[src/rtl/a_buffer_loader.sv]
// -----------------------------------------------------------------------------
// a_buffer_loader
//
// Write-side producer for the activation (A) buffer. Copies a row-major
// activation tile from the PS-filled source BRAM into the ARRAY_N per-row RAMs
// of the A buffer, one element per cycle, and pulses done once the whole tile
// is resident.
//
// Element (r,k), r < num_rows, k < row_len, is read from
// src_base_addr + r*row_len + k (wrapping modulo 2^SRC_ADDR_WIDTH) and written
// to row RAM r at dst_base_addr + k with a one-hot write enable 1<<r.
//
// Ports
//   clk                 rising-edge clock
//   reset               synchronous, active-low reset
//   start               launch request, sampled only while idle
//   src_base_addr       source address of element (0,0)
//   dst_base_addr       A-buffer address of column 0 for every row
//   num_rows            rows to load, legal 1..ARRAY_N
//   row_len             elements per row, legal 1..RAM_SIZE
//   src_rd_en           source BRAM read enable
//   src_rd_addr         source BRAM read address
//   src_rd_data         source read data, valid one cycle after src_rd_en
//   bram_to_ram_w_addr  A-buffer write address
//   bram_to_ram_w_en    one-hot row-RAM write enable
//   bram_to_ram_w_data  A-buffer write data
//   busy                transfer in progress
//   done                one-cycle pulse, transfer complete
//   err                 one-cycle pulse, start rejected (illegal parameters)
//   dbg_state           current FSM state (0 idle, 1 run, 2 drain)
//
// Handshake: start is a level request with no ready return. It is acted on
// only on an edge where the FSM is idle; busy high means any start is ignored.
// The idle cycle that carries the done pulse already accepts a new start, so
// back-to-back tiles lose no cycles. A rejected start answers with a single
// err pulse and leaves the FSM idle.
// -----------------------------------------------------------------------------
module a_buffer_loader #(
    parameter int RAM_SIZE       = 1024,
    parameter int ADDR_WIDTH     = $clog2(RAM_SIZE),
    parameter int ARRAY_N        = 8,
    parameter int ACT_WIDTH      = 8,
    parameter int SRC_ADDR_WIDTH = 13
) (
    input  logic                        clk,
    input  logic                        reset,
    input  logic                        start,
    input  logic [SRC_ADDR_WIDTH-1:0]   src_base_addr,
    input  logic [ADDR_WIDTH-1:0]       dst_base_addr,
    input  logic [$clog2(ARRAY_N):0]    num_rows,
    input  logic [ADDR_WIDTH:0]         row_len,
    output logic                        src_rd_en,
    output logic [SRC_ADDR_WIDTH-1:0]   src_rd_addr,
    input  logic [ACT_WIDTH-1:0]        src_rd_data,
    output logic [ADDR_WIDTH-1:0]       bram_to_ram_w_addr,
    output logic [ARRAY_N-1:0]          bram_to_ram_w_en,
    output logic [ACT_WIDTH-1:0]        bram_to_ram_w_data,
    output logic                        busy,
    output logic                        done,
    output logic                        err,
    output logic [1:0]                  dbg_state
);

    localparam int ROW_W = $clog2(ARRAY_N);
    localparam int NR_W  = ROW_W + 1;
    localparam int LEN_W = ADDR_WIDTH + 1;
    localparam int END_W = ADDR_WIDTH + 2;

    localparam logic [NR_W-1:0]  MAX_ROWS = NR_W'(ARRAY_N);
    localparam logic [END_W-1:0] RAM_END  = END_W'(RAM_SIZE);

    typedef enum logic [1:0] {
        S_IDLE  = 2'd0,
        S_RUN   = 2'd1,
        S_DRAIN = 2'd2
    } state_t;

    state_t state;

    // Parameters captured on the accepting edge; inputs are ignored afterwards.
    logic [NR_W-1:0]       nr_q;
    logic [LEN_W-1:0]      len_q;
    logic [ADDR_WIDTH-1:0] dst_q;

    // Coordinates of the element being read in the current cycle.
    logic [ROW_W-1:0]      rd_r;
    logic [ADDR_WIDTH-1:0] rd_k;

    // Last value written to the A buffer, presented while no write is issued.
    logic [ACT_WIDTH-1:0]  w_data_hold;

    // ------------------------------------------------------------------
    // Start-time parameter check. The end address is computed two bits
    // wider than the RAM address so dst+len cannot alias past RAM_SIZE.
    // ------------------------------------------------------------------
    logic [END_W-1:0] end_addr;
    logic             params_illegal;

    assign end_addr = {2'b00, dst_base_addr} + {1'b0, row_len};

    always_comb begin
        params_illegal = 1'b0;
        if (num_rows == '0)        params_illegal = 1'b1;
        if (num_rows > MAX_ROWS)   params_illegal = 1'b1;
        if (row_len == '0)         params_illegal = 1'b1;
        if (end_addr > RAM_END)    params_illegal = 1'b1;
    end

    // ------------------------------------------------------------------
    // Loop-end detection for the read side: k is the inner loop, r outer.
    // ------------------------------------------------------------------
    logic last_col;
    logic last_row;

    assign last_col = ({1'b0, rd_k} == (len_q - LEN_W'(1)));
    assign last_row = ({1'b0, rd_r} == (nr_q - NR_W'(1)));

    // ------------------------------------------------------------------
    // The source BRAM returns data one cycle after the read, so the write
    // address and enable are registered alongside the read and the data is
    // taken straight from the BRAM output in the following cycle.
    // ------------------------------------------------------------------
    assign bram_to_ram_w_data = (|bram_to_ram_w_en) ? src_rd_data : w_data_hold;
    assign dbg_state          = state;

    always_ff @(posedge clk) begin
        if (!reset) begin
            state              <= S_IDLE;
            nr_q               <= '0;
            len_q              <= '0;
            dst_q              <= '0;
            rd_r               <= '0;
            rd_k               <= '0;
            w_data_hold        <= '0;
            src_rd_en          <= 1'b0;
            src_rd_addr        <= '0;
            bram_to_ram_w_addr <= '0;
            bram_to_ram_w_en   <= '0;
            busy               <= 1'b0;
            done               <= 1'b0;
            err                <= 1'b0;
        end else begin
            done <= 1'b0;
            err  <= 1'b0;

            if (|bram_to_ram_w_en) begin
                w_data_hold <= src_rd_data;
            end

            case (state)
                S_IDLE: begin
                    bram_to_ram_w_en <= '0;
                    if (start) begin
                        if (params_illegal) begin
                            err <= 1'b1;
                        end else begin
                            nr_q        <= num_rows;
                            len_q       <= row_len;
                            dst_q       <= dst_base_addr;
                            rd_r        <= '0;
                            rd_k        <= '0;
                            src_rd_addr <= src_base_addr;
                            src_rd_en   <= 1'b1;
                            busy        <= 1'b1;
                            state       <= S_RUN;
                        end
                    end
                end

                S_RUN: begin
                    // Queue the write for the element being read now.
                    bram_to_ram_w_en   <= ARRAY_N'(1) << rd_r;
                    bram_to_ram_w_addr <= dst_q + rd_k;
                    // Running source address instead of r*row_len+k.
                    src_rd_addr        <= src_rd_addr + SRC_ADDR_WIDTH'(1);
                    if (last_col) begin
                        rd_k <= '0;
                        rd_r <= rd_r + ROW_W'(1);
                        if (last_row) begin
                            src_rd_en <= 1'b0;
                            state     <= S_DRAIN;
                        end
                    end else begin
                        rd_k <= rd_k + ADDR_WIDTH'(1);
                    end
                end

                S_DRAIN: begin
                    // The final write is on the bus this cycle.
                    bram_to_ram_w_en <= '0;
                    busy             <= 1'b0;
                    done             <= 1'b1;
                    state            <= S_IDLE;
                end

                default: begin
                    bram_to_ram_w_en <= '0;
                    src_rd_en        <= 1'b0;
                    busy             <= 1'b0;
                    state            <= S_IDLE;
                end
            endcase
        end
    end

endmodule

[config.mk]
export PLATFORM = sky130hd
export DESIGN_NAME = a_buffer_loader
export DESIGN_NICKNAME = d
export VERILOG_FILES = /design/src/rtl/a_buffer_loader.sv
export SDC_FILE = /design/constraint.sdc
export NUM_CORES = 1
export LEC_CHECK = 0
export ABC_AREA = 1
export CAP_MARGIN = 20
export CELL_PAD_IN_SITES_DETAIL_PLACEMENT = 1
export CELL_PAD_IN_SITES_GLOBAL_PLACEMENT = 1
export CORE_MARGIN = 8
export CORE_UTILIZATION = 40
export CTS_BUF_LIST = sky130_fd_sc_hd__clkbuf_16
export CTS_CLUSTER_SIZE = 40
export DETAILED_ROUTE_END_ITERATION = 7
export PLACE_DENSITY_LB_ADDON = 0.1
export SYNTH_ARGS = -nofsm -noshare
export SYNTH_HDL_FRONTEND = slang
export SYNTH_SLANG_ARGS = --single-unit
[constraint.sdc]
create_clock -name clk -period 4.6 [get_ports clk]
set_input_delay 0.92 -clock clk [delete_from_list [all_inputs] [get_ports clk]]
set_output_delay 0.92 -clock clk [all_outputs]
set_load 0.01 [all_outputs]
==> summary.txt <==
LOGIC SYNTHESIS
----------------------------------------------------------------------------------------------------
Netlist cell types                                                                                38
Async SR Flop Fraction                                                                            0%
Number of warnings reported in the yosys synthesis log                                             0
Netlist area before placement                                                             5140 sq um
Seq/Total Area, Yosys                                                                          32.3%
Synth Area per Inst                                                                       6.73 sq um
Number of synthesized register bits                                                               83
Biggest area contributors in the synthesized netlist                                    dfxtp_1 32%, nand2_1 11%, inv_1 8.2%, nor2_1 7.0%, ha_1 6.6%
Most used flip-flop cell after synthesis                                                     dfxtp_1
Synth top area share                                                                           32.3%
Largest area contributor in the synthesized netlist                                          dfxtp_1
Post-Synthesis Net Count                                                                         842
Cells after Synth                                                                                764
Number of synthesized flops with an enable pin                                                     0

LAYOUT
----------------------------------------------------------------------------------------------------
Most common cell after layout, fill and taps aside                                           nand2_1
Commonest cells after routing, fill and taps aside                                      155 x nand2_1, 112 x inv_1, 95 x nor2_1, 93 x clkdlybuf4s50_1, 83 x dfxtp_1
Final cell utilization of the core                                                             51.5%
Signed area change from the synthesized netlist to the final layout                            25.9%
Count of inserted antenna diode cells                                                              0
Ratio of cells with drive above 1 in the final layout                                          5.97%
Non-filler cells, final                                                                         1026
Post-layout net count                                                                            927

PLACE
----------------------------------------------------------------------------------------------------
GPL Wtd Cong                                                                                   0.863
Count of input and output buffers                                                                 93
Place WS                                                                                      749 ps
Cells after DPL                                                                                 1010
DP HPWL                                                                                     12100 um

DIE
----------------------------------------------------------------------------------------------------
Die footprint                                                                            16700 sq um
Initial core utilization                                                                       40.9%
I/O pins                                                                                          94
Core box area                                                                            12600 sq um
Chip height                                                                                   129 um
Number of cell rows                                                                               41
Floorplan die width                                                                           129 um

TIMING
----------------------------------------------------------------------------------------------------
Fin Clk Skew                                                                                 7.18 ps
Final-report max-slew violation count                                                              0
Final Hold Viols                                                                                   0
Worst Slack Setup Final                                                                      1140 ps
Ratio of final minimum period to clock period                                                  75.1%
Worst rel slew slack                                                                           43.2%
Post-layout minimum cycle time                                                               3460 ps
Setup violation total in the final timing report                                                   0
Highest clock rate                                                                         0.289 GHz
Worst Max-Slew Pin Slew                                                                       851 ps
Setup repair after global routing missed its margin                                               no
Fin Setup TNS                                                                                   0 ps

CLOCK NETWORK
----------------------------------------------------------------------------------------------------
Cts hold-fix bufs                                                                                  0
Setup Buffers After CTS                                                                            0
Clock Root Buffer                                                                          clkbuf_16
Clock insertion delay at the later pin of the skew report                                     340 ps
Clock-pin slew reported for the worst setup and hold paths after clock tree synthesis          70 ps
Max Buffers Root-to-Sink                                                                           2
TritonCTS clock tree                                                                             yes
Inserted Clock Buffers                                                                             9
Number of gates resized after cts                                                                  0
Clock net sink count                                                                              83
H-tree lvl count                                                                                   3

SETUP PATH
----------------------------------------------------------------------------------------------------
Cell at the slowest stage of the critical path                                          clkdlybuf4s50_1
Crit-path cells                                                                         clkdlybuf4s50_1 -> ha_1 -> inv_1 -> fa_1 -> inv_1 -> nand3_1 -> nand4_1 -> nand2_1 -> nor2_1 -> nand3_1 -> nor2_1 -> nand2_1 -> nand2_2 -> nand3_2 -> nand2_4 -> nand2_4 -> inv_2 -> nor2_1 -> nor2_1
Startpoint kind of the worst setup timing path                                             input pin
Largest stage delay on the critical path                                                      500 ps
Largest delay contributor family on the critical path                                   simple AND/OR/NAND/NOR gates
Launch point of the worst path                                                            row_len[0]
Buffering stage count on the worst path with inverters included                                    4
Maximum fanout along the worst path                                                               23
Critical path endpoint category                                                            flip-flop
Req. time, crit path                                                                         4880 ps
Most prevalent standard cell on the critical path                                             nor2_1
Worst setup path class                                                                  input pin to flip-flop
WP data arrival                                                                              3740 ps
Worst reg2reg startpoint                                                                     rd_k[0]

DRT
----------------------------------------------------------------------------------------------------
Violation count after the first detailed-routing iteration                                       169
Via count                                                                                       5051
Ratio of routed vias to standard cells                                                          4.92
Final routed wire length divided by cell count                                               14.9 um
Total wirelength of the detailed-routed design                                              15300 um
Post-route ant nets                                                                                0
Count of TritonRoute iterations in the first routing pass                                          4
DRC errors left                                                                                    0

GLOBAL ROUTE
----------------------------------------------------------------------------------------------------
Global-route usage over all layers                                                             19.2%
Pin count of the biggest net entering global routing                                              43
Antenna violations before repair                                                                   0
First-pass GRT wire length                                                                  25700 um
Overflow after GRT                                                                                 0
Vias in the first global route                                                                  5254

OUTCOME
----------------------------------------------------------------------------------------------------
Status                                                                                  finished, final reports clean

POWER AND IR DROP
----------------------------------------------------------------------------------------------------
P_leak                                                                                       2.88 nW
Total power per unit cell area                                                           367 nW/um^2
VDD IR max                                                                                0.000204 V

HOLD PATH
----------------------------------------------------------------------------------------------------
Worst hold path startpoint                                                                  dst_q[3]
Path category of the worst min-delay check                                              flip-flop to flip-flop

JOB
----------------------------------------------------------------------------------------------------
Count of max-cap constraint violations                                                             0

cells in the mapped netlist, types with 2 or more instances:
| master | n |
|---|---|
| nand4_1 | 12 |
| xnor2_1 | 12 |
| clkbuf_1 | 16 |
| a21oi_1 | 56 |
| xor2_1 | 25 |
| nor2_1 | 96 |
| a31oi_1 | 3 |
| nor4_1 | 5 |
| nor3_1 | 10 |
| nand2_4 | 2 |
| nand2_1 | 155 |
| a21o_1 | 2 |
| nand3_2 | 4 |
| or2_2 | 9 |
| a21boi_0 | 2 |
| buf_6 | 6 |
| o21bai_1 | 3 |
| dfxtp_1 | 83 |
| fa_1 | 2 |
| ha_1 | 27 |
| inv_1 | 112 |
| inv_2 | 3 |
| nand3_1 | 45 |
| mux2i_1 | 2 |
| nand3b_1 | 4 |
| nand2_2 | 6 |
| o21ai_0 | 51 |
routing by layer:
layer	global-route usage (%)	vias up	share of wire [%]
li1	-	2602	-
met1	23.2	2359	44
met2	33.7	81	51
met3	3.33	9	4.0
met4	5.94	0	1.1
met5	0	-	0
final cells by class:
cell class              count  area, sq um
repair buffers             98          968
multi-input cells         541         2910
well taps                 172          215
flip-flops and latches     83         1660
fillers                  1681         6100
clock inverters             7         58.8
clock buffers               9          225
inverters                 116          435
tightest hold or removal path, cell delays in order (launching register included):
cell and delay, ps:
dfxtp_1 310, inv_1 50, a21oi_1 50
cell families (layout without fill, tap and decap cells):
logic type / Yosys count / count (layout) / synth area share (%)
fa+ha+maj: 29 / 29 / 7.35
xor+xnor: 37 / 37 / 6.30
flops: 83 / 83 / 32.3
compound gates: 122 / 122 / 12.6
simple gates: 351 / 351 / 29.9
buf+inv: 140 / 230 / 11.2
mux: 2 / 2 / 0.389
power breakdown:
part	internal, W	switching (W)	leakage (nW)
registers	0.000805	0.0000857	0.677
clock network	0.000375	0.000324	0.139
logic	0.000345	0.000444	2.06
flip-flops by register name, summed over array words and instances, names as in the netlist:
signal,count
rd_k,10
dbg_state,2
dst_q,10
nr_q,4
bram_to_ram_w_en,8
bram_to_ram_w_addr,10
done,1
busy,1
w_data_hold,8
src_rd_addr,13
rd_r,3
err,1
src_rd_en,1
len_q,11
final timing paths:
path	cells after the start	endpoint	slack [ps]
max	19	src_rd_addr[11]	1140
max reg2reg	14	bram_to_ram_w_addr[8]	2020
min reg2reg	2	dst_q[3]	450
min	2	dst_q[3]	450
stage by stage:
step / cell area [sq um] / total power (W) / hold WS, ps
2_1_floorplan: 5140 / 0.00138 / 427
3_3_place_gp: 6190 / 0.00167 / 449
3_5_place_dp: 6190 / 0.00170 / 448
4_1_cts: 6470 / 0.00241 / 460
5_1_grt: 6470 / 0.00254 / 478
6_report: 6470 / 0.00238 / 453
No activity file was read; power rests on OpenSTA's default activity.
